File: src/rtl/decoder_scan_sequencer_if.sv
// Control/status bundle between a scan controller and decoder_scan_sequencer.
// master drives start/stop/ch_mask; slave (the sequencer) drives the decoder-side outputs.
interface decoder_scan_sequencer_if #(
  parameter int unsigned NUM_OF_BITS = 3
) ();
  localparam int unsigned N = 2 ** NUM_OF_BITS;

  logic                   start;
  logic                   stop;
  logic [N-1:0]           ch_mask;
  logic [NUM_OF_BITS-1:0] a;
  logic                   ena;
  logic                   busy;
  logic                   frame_done;

  modport master (
    output start, stop, ch_mask,
    input  a, ena, busy, frame_done
  );

  modport slave (
    input  start, stop, ch_mask,
    output a, ena, busy, frame_done
  );
endinterface

File: src/rtl/decoder_scan_sequencer.sv
// Round-robin scan sequencer driving the select/enable of a 3-to-8 decoder.
// Each enabled channel is held for DWELL_CYCLES, then blanked for BLANK_CYCLES.
module decoder_scan_sequencer #(
  parameter int unsigned NUM_OF_BITS  = 3,
  parameter int unsigned DWELL_CYCLES = 1000,
  parameter int unsigned BLANK_CYCLES = 2
) (
  input logic                     clk,
  input logic                     rst_n,
  decoder_scan_sequencer_if.slave bus
);
  localparam int unsigned N       = 2 ** NUM_OF_BITS;
  localparam int unsigned CntMax  = (DWELL_CYCLES > BLANK_CYCLES) ? DWELL_CYCLES : BLANK_CYCLES;
  localparam int unsigned CntW    = $clog2(CntMax + 1);
  localparam logic [CntW-1:0] DwellLast = CntW'(DWELL_CYCLES);
  localparam logic [CntW-1:0] BlankLast = CntW'(BLANK_CYCLES);
  localparam logic [CntW-1:0] CntOne    = CntW'(1);
  localparam logic            NoBlank   = (BLANK_CYCLES == 0);

  typedef enum logic [1:0] {StIdle, StDwell, StBlank} state_e;

  state_e                 state_q;
  logic [CntW-1:0]        cnt_q;
  logic                   stop_pending_q;
  logic [NUM_OF_BITS-1:0] a_q;
  logic                   ena_q;
  logic                   busy_q;
  logic                   frame_done_q;

  logic                   mask_any;
  logic [NUM_OF_BITS-1:0] lowest_ch;
  logic [NUM_OF_BITS-1:0] next_ch;
  logic                   next_found;
  logic                   dwell_end;
  logic                   blank_end;
  logic                   advance;
  logic                   adv_idle;
  logic [NUM_OF_BITS-1:0] adv_a;
  logic                   adv_wrap;

  assign mask_any = |bus.ch_mask;

  // Descending scan leaves the lowest set bit, and the lowest set bit above a_q.
  always_comb begin
    lowest_ch  = '0;
    next_ch    = '0;
    next_found = 1'b0;
    for (int i = N - 1; i >= 0; i--) begin
      if (bus.ch_mask[i]) begin
        lowest_ch = NUM_OF_BITS'(i);
        if (i > int'(a_q)) begin
          next_ch    = NUM_OF_BITS'(i);
          next_found = 1'b1;
        end
      end
    end
  end

  always_comb begin
    dwell_end = (state_q == StDwell) && (cnt_q == DwellLast);
    blank_end = (state_q == StBlank) && (cnt_q == BlankLast);
    advance   = (dwell_end && NoBlank) || blank_end;
    // A stop arriving on the advance edge itself still wins over the next channel.
    adv_idle  = bus.stop || stop_pending_q || !mask_any;
    adv_a     = next_found ? next_ch : lowest_ch;
    adv_wrap  = !next_found;
  end

  always_ff @(posedge clk or negedge rst_n) begin
    if (!rst_n) begin
      state_q        <= StIdle;
      cnt_q          <= '0;
      stop_pending_q <= 1'b0;
      a_q            <= '0;
      ena_q          <= 1'b0;
      busy_q         <= 1'b0;
      frame_done_q   <= 1'b0;
    end else begin
      frame_done_q <= 1'b0;
      case (state_q)
        StIdle: begin
          stop_pending_q <= 1'b0;
          ena_q          <= 1'b0;
          busy_q         <= 1'b0;
          if (bus.start && !bus.stop && mask_any) begin
            state_q <= StDwell;
            a_q     <= lowest_ch;
            ena_q   <= 1'b1;
            busy_q  <= 1'b1;
            cnt_q   <= CntOne;
          end
        end
        StDwell, StBlank: begin
          if (bus.stop) begin
            stop_pending_q <= 1'b1;
          end
          if (advance) begin
            stop_pending_q <= 1'b0;
            if (adv_idle) begin
              state_q <= StIdle;
              ena_q   <= 1'b0;
              busy_q  <= 1'b0;
              cnt_q   <= '0;
            end else begin
              state_q      <= StDwell;
              a_q          <= adv_a;
              ena_q        <= 1'b1;
              frame_done_q <= adv_wrap;
              cnt_q        <= CntOne;
            end
          end else if (dwell_end) begin
            state_q <= StBlank;
            ena_q   <= 1'b0;
            cnt_q   <= CntOne;
          end else begin
            cnt_q <= cnt_q + CntOne;
          end
        end
        default: begin
          state_q <= StIdle;
          ena_q   <= 1'b0;
          busy_q  <= 1'b0;
          cnt_q   <= '0;
        end
      endcase
    end
  end

  assign bus.a          = a_q;
  assign bus.ena        = ena_q;
  assign bus.busy       = busy_q;
  assign bus.frame_done = frame_done_q;

endmodule

File: src/flat_wrapper.sv
// flat-port wrapper written by rule: the top's interface ports become plain ports
module decoder_scan_sequencer_flat 
#(
  parameter int unsigned NUM_OF_BITS  = 3,
  parameter int unsigned DWELL_CYCLES = 1000,
  parameter int unsigned BLANK_CYCLES = 2
)
  (clk, rst_n, bus_start, bus_stop, bus_ch_mask, bus_a, bus_ena, bus_busy, bus_frame_done);
  decoder_scan_sequencer_if #(.NUM_OF_BITS(NUM_OF_BITS)) bus_i ();
  input logic clk;
  input logic rst_n;
  input wire logic [$bits(bus_i.start)-1:0] bus_start;
  input wire logic [$bits(bus_i.stop)-1:0] bus_stop;
  input wire logic [$bits(bus_i.ch_mask)-1:0] bus_ch_mask;
  output wire logic [$bits(bus_i.a)-1:0] bus_a;
  output wire logic [$bits(bus_i.ena)-1:0] bus_ena;
  output wire logic [$bits(bus_i.busy)-1:0] bus_busy;
  output wire logic [$bits(bus_i.frame_done)-1:0] bus_frame_done;
  assign bus_i.start = bus_start;
  assign bus_i.stop = bus_stop;
  assign bus_i.ch_mask = bus_ch_mask;
  assign bus_a = bus_i.a;
  assign bus_ena = bus_i.ena;
  assign bus_busy = bus_i.busy;
  assign bus_frame_done = bus_i.frame_done;
  decoder_scan_sequencer #(.NUM_OF_BITS(NUM_OF_BITS), .DWELL_CYCLES(DWELL_CYCLES), .BLANK_CYCLES(BLANK_CYCLES)) u_core (.clk(clk), .rst_n(rst_n), .bus(bus_i));
endmodule
File: config.mk
export PLATFORM = sky130hd
export DESIGN_NAME = decoder_scan_sequencer_flat
export DESIGN_NICKNAME = d
export VERILOG_FILES = /design/src/rtl/decoder_scan_sequencer_if.sv /design/src/rtl/decoder_scan_sequencer.sv /design/src/flat_wrapper.sv
export SDC_FILE = /design/constraint.sdc
export NUM_CORES = 1
export LEC_CHECK = 0
export CORE_ASPECT_RATIO = 1.1
export CORE_MARGIN = 4
export CORE_UTILIZATION = 49
export CTS_CLUSTER_DIAMETER = 120
export DETAILED_ROUTE_END_ITERATION = 12
export PLACE_DENSITY = 0.75
export SYNTH_ARGS = -nofsm -noshare
export SYNTH_HDL_FRONTEND = slang
export SYNTH_SLANG_ARGS = --single-unit
File: constraint.sdc
create_clock -name clk -period 2 [get_ports clk]
set_clock_uncertainty 0.2 [all_clocks]
set_input_delay 0.2 -clock clk [delete_from_list [all_inputs] [get_ports clk]]
set_output_delay 0.2 -clock clk [all_outputs]
set_load 0.05 [all_outputs]
**Word level (Yosys, flattened, before mapping)**

Index checks and enable logic that the tools add are counted.

- Register bits: 19
- Output and inout port bits: 6
- Input port bits: 12
- Logic and storage cells: 107

- Eq/ne operators: 10
- Reductions and logical operators: 17
- Add/sub/neg operators: 1
- Magnitude comparators: 7
- Muxes and demuxes: 65

Operators with widths:

| cell | number |
|---|---|
| two-way mux 3 bit | 26 |
| two-way mux 10 bit | 3 |
| two-way mux 1 bit | 27 |
| case mux 10 bit (2 select lines) | 1 |
| greater-than comparator 3 bit (first input constant) | 4 |
| adder 10 x 1 -> 10 bit (second input constant) | 1 |
| equality test 10 bit (second input constant) | 1 |
| equality test 10 x 2 -> 1 bit (second input constant) | 1 |
| OR reduction 8 bit | 1 |
| greater-than comparator 2 x 3 -> 1 bit (first input constant) | 2 |
| two-way mux 2 bit | 3 |
| inequality test 2 x 1 -> 1 bit (second input constant) | 3 |
| case mux 1 bit (2 select lines) | 3 |
| case mux 3 bit (2 select lines) | 1 |
| AND reduction 2 bit | 3 |
| logical AND 1 bit | 4 |
| case mux 2 bit (2 select lines) | 1 |
| AND reduction 4 bit | 1 |
| greater-than comparator 1 x 3 -> 1 bit (first input constant) | 1 |
| logical NOT 1 bit | 3 |
| inequality test 3 x 1 -> 1 bit (second input constant) | 1 |
| inequality test 3 x 2 -> 1 bit (second input constant) | 1 |
| equality test 2 x 1 -> 1 bit (second input constant) | 1 |
| equality test 2 bit (second input constant) | 1 |
| 5 further kinds | 6 |

**Logic depth before layout (Yosys ltp)**

Gate-level depths: netlist of the first run.

- Word-level depth: 19
- Depth in mapped cells: 7
- Depth with buffers taken out: 7

**Worst setup path after synthesis of the first run**

OpenSTA, ideal clock, no wires.

- Path type: reg-to-reg
- Start point: register u_core.a_q[2] (netlist: u_core.bus.a[2])
- End point: register u_core.a_q[0] (netlist: u_core.bus.a[0])
- Data required time: 1.718 ns
- Clock period less this slack: 2.162 ns
- Slack: -0.162 ns
- Path buffers: 0
- Arrival time: 1.880 ns
- Setup time: 0.082 ns
- Cell stages (with the launch flop): 6
- Cell sequence: dfrtp_1 > a21boi_0 > o21ai_2 > a21boi_1 > or4_1 > a31oi_1

- Word-level cells in the longest chain between the ends: 19
- Elaborated cells on any way between the ends: 39
- Those cells by class: order compare (7); mux (32)

RTL lines:

| element | line | source |
|---|---|---|
| start, declared | decoder_scan_sequencer.sv:25 | `logic [NUM_OF_BITS-1:0] a_q;` |
| start signal, assigned | decoder_scan_sequencer.sv:87 | `a_q <= lowest_ch;` |
| start signal, assigned | decoder_scan_sequencer.sv:106 | `a_q <= adv_a;` |
| greater-than comparator 3 bit | decoder_scan_sequencer.sv:51 | `if (i > int'(a_q)) begin` |
| two-way mux 3 bit / two-way mux 1 bit (equally long branches) | decoder_scan_sequencer.sv:51 |  |
| two-way mux 3 bit / two-way mux 1 bit (equally long branches) | decoder_scan_sequencer.sv:49 | `if (bus.ch_mask[i]) begin` |
| two-way mux 3 bit / two-way mux 1 bit (equally long branches) | decoder_scan_sequencer.sv:51 |  |
| two-way mux 3 bit / two-way mux 1 bit (equally long branches) | decoder_scan_sequencer.sv:49 |  |
| two-way mux 3 bit / two-way mux 1 bit (equally long branches) | decoder_scan_sequencer.sv:51 |  |
| two-way mux 3 bit / two-way mux 1 bit (equally long branches) | decoder_scan_sequencer.sv:49 |  |
| two-way mux 3 bit / two-way mux 1 bit (equally long branches) | decoder_scan_sequencer.sv:51 |  |
| (+3 left out) | - |  |
| two-way mux 3 bit / two-way mux 1 bit (equally long branches) | decoder_scan_sequencer.sv:51 |  |
| two-way mux 3 bit / two-way mux 1 bit (equally long branches) | decoder_scan_sequencer.sv:49 |  |
| two-way mux 3 bit / two-way mux 1 bit (equally long branches) | decoder_scan_sequencer.sv:51 |  |
| two-way mux 3 bit / two-way mux 1 bit (equally long branches) | decoder_scan_sequencer.sv:49 |  |
| two-way mux 3 bit * | decoder_scan_sequencer.sv:65 | `adv_a = next_found ? next_ch : lowest_ch;` |
| two-way mux 3 bit * | decoder_scan_sequencer.sv:99 | `if (adv_idle) begin` |
| two-way mux 3 bit * | decoder_scan_sequencer.sv:97 | `if (advance) begin` |
| case mux 3 bit (2 select lines) * | decoder_scan_sequencer.sv:80 | `case (state_q)` |

Mark *: on every way between the ends. The rest lies on a longest branch, timed or not. The select of a mux whose other input is x is not followed.
A chain may end at the register's enable or synchronous reset.

**Final worst setup path of the first run**

- Start point: register u_core.state_q[0]
- End point: register u_core.a_q[0] (netlist: u_core.bus.a[0])

- Word-level cells in the longest chain between the ends: 4
- Elaborated cells on any way between the ends: 11
- Those cells by class: eq/ne (5); mux (1); reduce/logical (5)

RTL lines:

| element | line | source |
|---|---|---|
| start, declared | decoder_scan_sequencer.sv:22 | `state_e state_q;` |
| start signal, assigned | decoder_scan_sequencer.sv:71 | `state_q <= StIdle;` |
| start signal, assigned | decoder_scan_sequencer.sv:86 | `state_q <= StDwell;` |
| start signal, assigned | decoder_scan_sequencer.sv:100 | `state_q <= StIdle;` |
| equality test 2 bit / equality test 2 x 1 -> 1 bit (equally long branches) | decoder_scan_sequencer.sv:61, decoder_scan_sequencer.sv:80 |  |
| OR reduction 2 bit / logical AND 1 bit (equally long branches) | decoder_scan_sequencer.sv:80, decoder_scan_sequencer.sv:61 |  |
| inequality test 2 bit (no source line), or another cell as far along | - |  |
| AND reduction 4 bit (no source line) | - |  |

Parallel ways exist; a longest one is shown, timed or not.

==> metrics.yaml, run 1 <==
outcome: "finished, violations left"
violations: "setup timing"
die_x_um: 59.5
synthCells: 161
path_max_fanout: 3
fp-row-count: 20
syn_nets: 180
fin_area_um2: 2150
n_fill_cell: 190
timing.final.crit_share_pct: 106
end_kind: "flop"
layout_common_cells: "buf_4, dfrtp_1, clkdlybuf4s50_1, inv_1, nor2_1"
avgViaCountPerCell: 5.97
ys_top_cells_by_area: "dfrtp_1, ha_1, xnor2_1"
setup_viol: 16
place.gp.congestion: 0.954
max_freq_ghz: 0.471
core_area_um2: 2780
fin_nets: 242
seq_power_share_pct: 52.9
worstPathRequired_ns: 2.01
clock_power_share_pct: 26.2
via_count: 1522
ctsRootBufferMaster: "clkbuf_4"
dp.cells: 247
cp_slowest_stage_delay_ns: 0.55
grt_use_met2_pct: 35.5
diodes: 0
cts_buffer_depth: 2
p_int_uw: 542
switching_share_pct: 28.0
synth_area_per_cell_um2: 8.87
period_needed_ns: 2.12
cp.arrival_ns: 2.13
pwr-share-comb_pct: 21.0
maxCapViolCount: 0
worstSetupPathType: "flop to flop"
grt_pass1_vias: 1457
clk_latency_ns: 0.30
placed_cell_area_um2: 1920
final_common_cell: "buf_4"
tritoncts: "done"
dieArea_um2: 3840
yosys.area.top_type: "dfrtp_1"
r2r_slack_ns: -0.12
htree_levels: 1
ys_ff_latch: 19
synthArstFlopShare_pct: 100
fin_cells: 255
drt_iter0_drc: 81
antenna_found_initial: 0
yosys_warnings: 0
io_buffers: 17
path_common_cell: "buf_4"
cp_slowest_cell: "or4_1"
hp-class: "input pin to asynchronous set/reset pin"
routedWlPerCell_um: 16.8
postCtsHoldBufs: 0
cp-start-kind: "flop"
drt-total-wl_mm: 4.28
power.density_nw_per_um2: 351
totalNegativeSetupSlack_ns: -1.12
synth-edff-count: 0
setup_slack_ns: -0.122
yosysTopAreaCellShare_pct: 33.3
grt_use_met3_pct: 2.59
dp_hpwl_mm: 2.82
ios: 18
busiest_layer: "met2"
initial_utilization_pct: 51.4
whs_ns: 0.0147
finalMaxSlewViolations: 0
ir_drop_v: 0.000315
grt_pass1_wl_mm: 6.51
gr-total-overflow: 0
power.switching_uw: 211
hold_viol: 0
yosysSeqAreaShare_pct: 33.3
clkSinkCount: 19
leakage_nw: 0.894
clk_pin_slew_ns: 0.11
synthDistinctLibCells: 47
path_cells: "inv_2 -> buf_4 -> buf_4 -> ha_4 -> a21boi_4 -> or4_1 -> a31oi_1"
grt_max_degree: 20
final_util_pct: 77.3
syn_area_um2: 1430
drt-pass1-iter-count: 4
slew_headroom_pct: 64.0
drc: 0
met1_usage_pct: 27.8
rsz0062_at_grt: "true"
cts_buffers: 3
grt_usage_pct: 21.6
die_height_um: 64.6
drive_above_1_share_pct: 38.3
fin_total_pwr_uw: 753
tightest_slew_ns: 0.537
syn2layout_area_growth_pct: 50.3
ys.flop_type: "dfrtp_1"
pre_cts_slack_ns: -0.243
ant_nets: 0
## power by group through the flow
stage / registers, mW / logic [mW] / clock network, mW
2_1_floorplan: 0.421 / 0.0483 / 0
3_3_place_gp: 0.405 / 0.146 / 0
3_5_place_dp: 0.405 / 0.150 / 0
4_1_cts: 0.398 / 0.151 / 0.205
5_1_grt: 0.400 / 0.170 / 0.227
6_report: 0.398 / 0.158 / 0.197
## Yosys cell counts, drive strengths merged, types with 3 or more instances
library cell,number
dfrtp,19
nor2,17
inv,13
a21oi,12
nand2,11
xnor2,8
ha,7
a211oi,6
nand3,6
o21ai,6
a21boi,4
nor4,4
a31oi,3
nor2b,3
o31ai,3
## path summary, 6_finish.rpt
path                                                from                     endpoint  depth (start not counted)
max                        u_core.state_q[0]$_DFFE_PN0P_  u_core.bus.a[0]$_DFFE_PN0P_                          7
min                                                rst_n  u_core.cnt_q[3]$_DFFE_PN0P_                          2
max reg2reg                u_core.state_q[0]$_DFFE_PN0P_  u_core.bus.a[0]$_DFFE_PN0P_                          7
min reg2reg                   u_core.bus.ena$_DFFE_PN0N_   u_core.bus.ena$_DFFE_PN0N_                          1
max in group asynchronous                          rst_n  u_core.bus.a[2]$_DFFE_PN0P_                          2
min in group clk              u_core.bus.ena$_DFFE_PN0N_   u_core.bus.ena$_DFFE_PN0N_                          1
## logic make-up (layout without fill, tap and decap cells)
logic type      count (synthesis)  in the layout  share of synthesized area (%)
xor+xnor                        8              8                           4.91
mux                             4              4                           2.98
simple gates                   58             58                           21.6
flops                          19             19                           33.3
buf+inv                        16             77                           4.82
fa+ha+maj                       7              7                           6.13
compound gates                 49             49                           26.2
## area by class of cell
class / count / area [um2] / share of cell area (%)
well taps: 33 / 41.3 / 1.92
clock buffers: 4 / 26.3 / 1.22
multi-input cells: 126 / 1040 / 48.5
flip-flops and latches: 19 / 479 / 22.3
inverters: 13 / 48.8 / 2.27
repair buffers: 60 / 510 / 23.8
## what timing repair did
item / CTS / global route
gates resized for setup: 6 / 30
setup buffers: 2 / 2
pin swaps: 1 / 13
setup endpoints to repair: 17 / 19
## state kept, by name, summed over array words and instances, names as in the netlist
register               cells
u_core.state_q             2
u_core.bus.ena             1
u_core.cnt_q              10
u_core.stop_pending_q      1
u_core.bus.frame_done      1
u_core.bus.a               3
u_core.bus.busy            1
## per-layer routing
metal	routed length (um)	part of all wire, %
met1	1700	40
met2	2270	53
met3	206	4.8
met4	112	2.6
met5	0	0
## critical path, delay by kind of cell, from the launching register on
kind,cells,cell delay [ns]
simple gates,1,0.55
fa+ha+maj,1,0.22
flops,1,0.39
compound gates,2,0.33
buf+inv,3,0.33
No activity file was read; power rests on OpenSTA's default activity.
==> run 2, diff against run 1 <==
--- a/config.mk
+++ b/config.mk
@@ -5,6 +5,7 @@
 export SDC_FILE = /design/constraint.sdc
 export NUM_CORES = 1
 export LEC_CHECK = 0
+export ABC_AREA = 0
 export CORE_ASPECT_RATIO = 1.1
 export CORE_MARGIN = 4
 export CORE_UTILIZATION = 49
==> results of run 2 <==
No change in the layout: final DEF, timing and power equal those of run 1.
==> run 3, diff against run 2 <==
==> constraint.sdc (replaced) <==
create_clock -name clk -period 2 [get_ports clk]
set_clock_uncertainty 0.2 [all_clocks]
set_input_delay 0.2 -clock clk [delete_from_list [all_inputs] [get_ports clk]]
set_output_delay 0.2 -clock clk [all_outputs]
set_load 0.02 [all_outputs]
==> run 3 against run 2 <==
The run still ends with setup timing left; combinational power decreased by 11%; critical path depth unchanged; sequential cell count unchanged; maximum frequency increased by 2.8%; clock power about the same.
==> metrics.yaml, run 3 (synthesized netlist as in run 1, its figures left out) <==
grt_usage_pct: 20.8
cts_buffer_depth: 2
largest_register_ffs: 10
final_common_cell: "buf_4"
syn2layout_area_growth_pct: 51.1
routedWlPerCell_um: 15.8
die_x_um: 59.5
antenna_found_initial: 0
worstSetupPathType: "flop to flop"
tightest_slew_ns: 0.400
finalMaxSlewViolations: 0
initial_utilization_pct: 51.4
path_max_fanout: 3
ir_drop_v: 0.000282
grt_max_degree: 20
timing.final.crit_share_pct: 103
tritoncts: "done"
multi_input_area_um2: 1050
dp_hpwl_mm: 2.86
slew_headroom_pct: 73.1
clkSinkCount: 19
period_needed_ns: 2.06
clk_pin_slew_ns: 0.11
diodes: 0
setup_slack_ns: -0.0642
ctsRootBufferMaster: "clkbuf_4"
cp.arrival_ns: 2.06
gr-total-overflow: 0
end_kind: "flop"
htree_levels: 1
dieArea_um2: 3840
drt_iter0_drc: 43
drc: 0
drt-total-wl_mm: 4.02
via_count: 1468
outcome: "finished, violations left"
violations: "setup timing"
hold_viol: 0
power.density_nw_per_um2: 340
clk_latency_ns: 0.30
grt_pass1_vias: 1428
grt_pass1_wl_mm: 6.15
core_area_um2: 2780
avgViaCountPerCell: 5.78
layout_common_cells: "buf_4, clkdlybuf4s50_1, dfrtp_1, inv_1, nand2_1"
place.gp.congestion: 0.854
ant_nets: 0
regMostFlops: "u_core.cnt_q"
fp-row-count: 20
cp-start-kind: "flop"
seqCellArea_um2: 478
die_height_um: 64.6
dp.cells: 248
hp-class: "input pin to asynchronous set/reset pin"
max_freq_ghz: 0.484
cts_buffers: 3
totalNegativeSetupSlack_ns: -0.302
leakage_nw: 0.902
fin_cells: 254
io_buffers: 17
n_fill_cell: 200
worstPathRequired_ns: 2.00
setup_viol: 13
drt-pass1-iter-count: 4
maxCapViolCount: 0
fin_nets: 241
drive_above_1_share_pct: 38.0
ios: 18
rsz0062_at_grt: "true"
[run 3: worst max-delay path, cell delays in order, from the launching register on]
cell and delay (ns):
dfrtp_1 0.41, inv_2 0.09, ha_4 0.13, nor4bb_4 0.31, buf_4 0.17, a31oi_4 0.12
a21oi_2 0.19, mux2_2 0.35
[run 3: power by group]
part / leakage, nW / total, mW / internal (mW) / switching [mW]
Combinational: 0.660 / 0.140 / 0.0750 / 0.0646
Sequential: 0.227 / 0.398 / 0.389 / 0.00888
Clock: 0.0150 / 0.197 / 0.0776 / 0.119
[run 3: final timing paths]
check,start,end,slack [ns],cells after the start
setup / recovery,u_core.cnt_q[0]$_DFFE_PN0P_,u_core.state_q[0]$_DFFE_PN0P_,-0.06,7
min in group clk,u_core.bus.ena$_DFFE_PN0N_,u_core.bus.ena$_DFFE_PN0N_,0.33,1
max in group asynchronous,rst_n,u_core.bus.a[1]$_DFFE_PN0P_,1.35,2
hold reg to reg,u_core.bus.ena$_DFFE_PN0N_,u_core.bus.ena$_DFFE_PN0N_,0.33,1
setup reg to reg,u_core.cnt_q[0]$_DFFE_PN0P_,u_core.state_q[0]$_DFFE_PN0P_,-0.06,7
hold / removal,rst_n,u_core.cnt_q[4]$_DFFE_PN0P_,0.03,2
[run 3: final cells by class]
cell class                      instances  area share, %
Sequential cell                        19           22.2
Clock buffer                            4           1.22
Tap cell                               33           1.91
Timing Repair Buffer                   59           23.8
Multi-Input combinational cell        126           48.7
Inverter                               13           2.26
[run 3: what timing repair did]
item	CTS	global route
hold buffers	0	0
setup buffers	0	2
pin swaps	2	5
endpoints found under the setup margin	14	18
gates resized for setup	6	39
[run 3: stage by stage]
step                power (mW)  hold WS, ns  utilization, %  cell area [um2]  setup WS [ns]
finish                   0.734       0.0250            77.7             2160        -0.0642
global route             0.765       0.0319            77.7             2160         -0.167
CTS                      0.733       0.0291            71.9             2000        0.00306
detailed placement       0.542        0.308            69.5             1930         -0.256
global placement         0.539        0.287            69.5             1930         -0.251
floorplan                0.457       -0.296               -             1430        0.00455
[run 3: per-layer routing]
| layer | vias to the layer above | global-route usage, % | wire, um |
|---|---|---|---|
| met5 | - | 0 | 0 |
| met4 | 0 | 6.23 | 106 |
| met3 | 11 | 1.99 | 121 |
| met2 | 40 | 38.1 | 2070 |
| met1 | 704 | 24.7 | 1730 |
| li1 | 713 | - | - |
